==> config.mk <==
export PLATFORM = sky130hd
export DESIGN_NAME = piso_serializer
export DESIGN_NICKNAME = d
export VERILOG_FILES = /design/src/rtl/piso_serializer.sv
export SDC_FILE = /design/constraint.sdc
export NUM_CORES = 1
export LEC_CHECK = 0
export ABC_AREA = 0
export CAP_MARGIN = 40
export CORE_MARGIN = 3
export CORE_UTILIZATION = 49
export CTS_CLUSTER_DIAMETER = 50
export DETAILED_ROUTE_END_ITERATION = 10
export HOLD_SLACK_MARGIN = 0.1
export PLACE_DENSITY = 0.82
export SYNTH_ARGS = -nofsm -noshare
export SYNTH_HDL_FRONTEND = slang
export SYNTH_SLANG_ARGS = --single-unit
export TNS_END_PERCENT = 50
==> constraint.sdc <==
create_clock -name clk -period 3.3 [get_ports clk]
set_clock_uncertainty 0.2 [all_clocks]
set_input_delay 0.66 -clock clk [delete_from_list [all_inputs] [get_ports clk]]
set_output_delay 0.66 -clock clk [all_outputs]
set_load 0.05 [all_outputs]
==> src/rtl/piso_serializer.sv <==
// Parallel-in serial-out serializer with a one-word holding register so that
// back-to-back words stream out with no idle cycle between them.
module piso_serializer #(
  parameter int WIDTH     = 8,
  parameter bit MSB_FIRST = 1'b1
) (
  input  logic             clk,
  input  logic             rst,
  input  logic [WIDTH-1:0] in_data,
  input  logic             in_valid,
  output logic             in_ready,
  output logic             sout,
  output logic             sout_valid,
  output logic             sout_last,
  output logic [15:0]      word_cnt
);

  localparam int CW = (WIDTH > 2) ? $clog2(WIDTH) : 1;
  localparam logic [CW-1:0] LAST_CNT = CW'(WIDTH - 1);

  typedef enum logic {IDLE, SHIFT} state_t;

  state_t           r_state;
  state_t           w_stateNext;
  logic [WIDTH-1:0] r_hold;
  logic             r_holdFull;
  logic [WIDTH-1:0] r_sreg;
  logic [CW-1:0]    r_cnt;
  logic [15:0]      r_wordCnt;

  logic             w_load;
  logic             w_shift;
  logic             w_last;
  logic             w_outBit;
  logic [WIDTH-1:0] w_sregShifted;

  // A load only happens while the hold is full, and a transfer only while it
  // is empty, so the two can never collide on one edge.
  always_comb begin
    w_stateNext = r_state;
    w_load      = 1'b0;
    w_shift     = 1'b0;
    w_last      = (r_state == SHIFT) && (r_cnt == LAST_CNT);
    case (r_state)
      IDLE: begin
        if (r_holdFull) begin
          w_load      = 1'b1;
          w_stateNext = SHIFT;
        end
      end
      SHIFT: begin
        if (r_cnt != LAST_CNT) begin
          w_shift = 1'b1;
        end else if (r_holdFull) begin
          w_load = 1'b1;
        end else begin
          w_stateNext = IDLE;
        end
      end
      default: w_stateNext = IDLE;
    endcase
  end

  always_comb begin
    w_sregShifted = r_sreg;
    w_outBit      = 1'b0;
    if (MSB_FIRST) begin
      w_sregShifted = {r_sreg[WIDTH-2:0], 1'b0};
      w_outBit      = r_sreg[WIDTH-1];
    end else begin
      w_sregShifted = {1'b0, r_sreg[WIDTH-1:1]};
      w_outBit      = r_sreg[0];
    end
  end

  always_ff @(posedge clk) begin
    if (rst) begin
      r_state <= IDLE;
    end else begin
      r_state <= w_stateNext;
    end
  end

  always_ff @(posedge clk) begin
    if (rst) begin
      r_hold     <= '0;
      r_holdFull <= 1'b0;
      r_sreg     <= '0;
      r_cnt      <= '0;
      r_wordCnt  <= '0;
    end else begin
      if (in_valid && !r_holdFull) begin
        r_hold     <= in_data;
        r_holdFull <= 1'b1;
      end else if (w_load) begin
        r_holdFull <= 1'b0;
      end

      if (w_load) begin
        r_sreg <= r_hold;
        r_cnt  <= '0;
      end else if (w_shift) begin
        r_sreg <= w_sregShifted;
        r_cnt  <= r_cnt + 1'b1;
      end

      if (w_last) begin
        r_wordCnt <= r_wordCnt + 16'd1;
      end
    end
  end

  assign in_ready   = !r_holdFull;
  assign sout_valid = (r_state == SHIFT);
  assign sout       = (r_state == SHIFT) && w_outBit;
  assign sout_last  = w_last;
  assign word_cnt   = r_wordCnt;

endmodule

# --- After elaboration in Yosys (flattened, before gate mapping) ---
# Index checks and enable logic that the tools add are counted.
op_classes:
  add_sub_neg: 2
  eq_ne: 2
  mux: 11
  bitwise: 1
  n_reduce_logical: 7
ops:
  columns: ["op", "count"]
  rows:
  - ["$add A16 B1 Y16 const B", 1]
  - ["$mux W8", 2]
  - ["$mux W1", 7]
  - ["$pmux W1 S2", 2]
  - ["$reduce_bool A2 Y1", 2]
  - ["$add A3 B1 Y3 const B", 1]
  - ["$eq A3 B3 Y1 const B", 1]
  - ["$logic_and A1 B1 Y1", 3]
  - ["$ne A3 B3 Y1 const B", 1]
  - ["$reduce_or A2 Y1", 1]
  - ["$logic_not A1 Y1", 1]
  - ["$not A1 Y1", 1]
word_totals:
  ff_bits: 37
  in_bits: 11
  output_inout_bits: 20
  elab_cells: 29

# --- Depth between registers and ports, before layout ---
# Gate-level depths: netlist of run 1.
logic_depth:
  depth_word: 5
  mapped_depth: 8
  mapped_depth_nobuf: 6

# --- Least setup slack after synthesis of run 1 ---
# OpenSTA, ideal clock, no wires.
synth_path:
  path_type: "register to output"
  from: "register r_state (netlist: sout_valid)"
  to: "output sout_last"
  arrival_time_ns: 1.223
  required_time_ns: 2.440
  path_slack_ns: 1.217
  path_stages_with_launch: 3
  n_path_buf: 0
  cell_sequence: "dfxtp_1 nand2_1 inv_1"
synth_via:
  elab_chain_len: 1
synth_lines:
  columns: ["item", "line", "text"]
  rows:
  - ["start, declared", "23", "state_t r_state;"]
  - ["start signal, assigned", "80", "r_state <= w_stateNext;"]
  - ["$logic_and A1 B1 Y1", "43", "w_last = (r_state == SHIFT) && (r_cnt == LAST_CNT);"]
  - ["end, declared", "14", "output logic sout_last,"]
# Every way passes these cells.

# --- Final worst setup path of run 1 ---
layout_path:
  from: "register r_cnt[0]"
  to: "output sout_last"
layout_via:
  elab_chain_len: 2
layout_lines:
  columns: ["item", "line", "text"]
  rows:
  - ["start, declared", "28", "logic [CW-1:0] r_cnt;"]
  - ["start signal, assigned", "104", "r_cnt <= r_cnt + 1'b1;"]
  - ["$eq A3 B3 Y1", "43", null]
  - ["$logic_and A1 B1 Y1", "43", null]
# Every way passes these cells.

==> impl_metrics.yaml, run 1 <==
layout:
  multi_input_area_um2: 791
  fin_area_mm2: 0.00197
  antenna_cells: 0
  utilization_pct: 63.9
  drive_gt1_share_pct: 8.06
  regArea_um2: 741
  syn_to_final_growth_pct: 24.2
  nNetsFinal: 225
  n_fill_cell: 265
yosys:
  synth_area_mm2: 0.00158
  synthCells: 181
  synth-edff-count: 0
  synthTopCellsByArea: "dfxtp_1 47%, nand2_1 5.9%, nor2_1 5.9%"
  ys_warn_count: 0
  postSynthAreaPerCell_um2: 8.75
  yosys-top-cells-count: "37 x dfxtp_1, 25 x nand2_1, 25 x nor2_1, 17 x a21oi_1, 8 x mux2i_1"
  synth_cell_types: 31
  yosysMostFrequentCell: "dfxtp_1"
  ys_seq_elements: 37
  synth_fp_nets: 195
  yosysTopAreaCell: "dfxtp_1"
  synth_flop_cell: "dfxtp_1"
  async_flop_share_pct: 0
  yosysTopAreaCellShare_pct: 46.8
  synth.yosys.seq_area_share_pct: 46.8
sta:
  min_period_ps: 2980
  rsz0062_at_grt: "false"
  fin_crit_sh_pct: 90.2
  finalSetupViolCount: 0
  hold_viol_final: 0
  max_slew.worst_pin.slew_ps: 674
  finalSetupTns_ps: 0
  relSlewSlack_pct: 54.9
  max_freq_ghz: 0.336
  maxSlewViolCount: 0
run_status:
  status: "finished clean"
placed_design:
  place_congestion: 0.760
  placed_area_mm2: 0.00191
  portBuffers: 30
  hpwl_mm: 2.20
cts:
  clk_pin_slew_ps: 100
  htree_levels: 2
  root_buffer: "clkbuf_4"
  post_cts_buffers: 0
  cts_tree: "done"
  hold_buffers: 0
  cts_made_buffers: 5
  post_cts_resized: 0
  clkLatencyLatePin_ps: 340
  clkSinkCount: 37
  clockBufferDepth: 2
floorplan:
  io_pins: 31
  die_area_mm2: 0.00395
  die_w_um: 62.9
  coreArea_mm2: 0.00308
  rows: 20
  die_h_um: 62.9
  start_util_pct: 51.5
flow_run:
  cap_viol_max_count: 0
route:
  postRouteAntennaNets: 0
  post_drt_wl_per_cell_um: 12.2
  avgViaCountPerCell: 5.23
  drt_first_pass_iters: 4
  remaining_drc_errors: 0
  vias: 1333
  drt_iter0_markers: 80
  wl_mm: 3.11
worst_setup_path:
  path_max_fanout: 5
  startpoint: "r_cnt[0]$_SDFFE_PP0P_"
  crit_arrival_ps: 2120
  worstSetupPathType: "reg -> out"
  endpoint_kind: "output pin"
  rr_startpoint: "r_cnt[0]$_SDFFE_PP0P_"
  cp.required_ps: 2440
  cp-start-kind: "register"
min_path:
  min-delay-start: "r_hold[7]$_SDFFE_PP0P_"
  hp-class: "reg -> reg"
grt:
  track_usage_pct: 16.8
  grt_overflow: 0
  grt_max_degree: 22
  grt_pass1_wl_mm: 5.34
  grt_pass1_vias: 1242
  antenna_found_initial: 0
power:
  vdd_drop_max_uv: 259
  powerDensity_mw_per_mm2: 401
  p_leak_nw: 0.725
-- area by class of cell --
type	instances	share of cell area, %
clock buffer	7	2.80
inverter	5	0.954
timing repair buffer	31	15.6
tap	44	2.80
sequential	37	37.6
multi-input combinational	131	40.2
-- logic make-up after synthesis --
| kind of cell | Yosys count | share of synthesized area (%) |
|---|---|---|
| AOI/OAI and AO/OA | 28 | 10.4 |
| xor gates and xnor gates | 9 | 4.98 |
| adders and majority gates | 3 | 2.37 |
| buffers and inverters | 13 | 3.32 |
| DFF | 37 | 46.8 |
| muxes | 10 | 6.71 |
| and+or+nand+nor | 81 | 25.4 |
-- per-layer routing --
| layer | part of all wire, % | vias to the layer above | wire length (µm) | track usage, % |
|---|---|---|---|---|
| li1 | - | 679 | - | - |
| met1 | 46 | 621 | 1420 | 20.2 |
| met2 | 49 | 28 | 1530 | 27.4 |
| met3 | 3.7 | 5 | 114 | 3.96 |
| met4 | 1.4 | 0 | 45 | 9.09 |
| met5 | 0 | - | 0 | 0 |
-- per-stage QoR --
| stage | setup slack (ps) | instances | power [mW] | hold slack [ps] |
|---|---|---|---|---|
| detailed placement | 718 | 248 | 0.558 | 249 |
| finish | 323 | 255 | 0.789 | 261 |
| global route | 190 | 255 | 0.826 | 299 |
| CTS | 322 | 255 | 0.796 | 261 |
| floorplan | 1220 | 181 | 0.532 | 236 |
| global placement | 772 | 248 | 0.554 | 243 |
-- power breakdown --
group	total, mW	switching (mW)	internal [mW]
clock network	0.241	0.141	0.101
registers	0.476	0.0133	0.463
logic	0.0717	0.0399	0.0317
total	0.789	0.194	0.595
-- flip-flops by register name, indices dropped and copies added, names as in the netlist --
| name | flops |
|---|---|
| sout_valid | 1 |
| r_sreg | 8 |
| r_cnt | 3 |
| word_cnt | 16 |
| r_hold | 8 |
| r_holdFull | 1 |
-- critical path: stages, from the launching register on --
cell and delay (ps):
dfxtp_1 380, ha_1 170, ha_1 220, nand2_1 120, inv_1 90, clkdlybuf4s50_1 800
-- placed cells by master, fill, tap and decap left out, types with 2 or more instances in the layout --
cell type	instances
nor3_1	2
a31o_2	2
mux2i_1	8
o21ai_0	2
xor2_1	6
nor4_2	2
a21oi_1	17
inv_1	5
dfxtp_1	37
xnor2_1	3
clkbuf_4	5
nand4_1	5
nor2b_1	4
or3_1	2
ha_1	3
nand3_1	6
nand2_1	25
a211oi_1	7
clkdlybuf4s50_1	30
nor2_1	25
and2_1	3
-- final timing paths --
path                                    end  slack [ps]  depth (start not counted)
setup reg to reg  word_cnt[14]$_SDFFE_PP0P_        1240                          6
hold / removal       r_hold[7]$_SDFFE_PP0P_         260                          2
setup / recovery                  sout_last         320                          5
hold reg to reg      r_hold[7]$_SDFFE_PP0P_         260                          2
Power figures use the tool's default switching activity.
==> run 2: changes to the inputs <==
Settings changed: CTS_CLUSTER_SIZE set to 8.
==> results of run 2 <==
No change in the layout: final DEF, timing and power equal those of run 1.
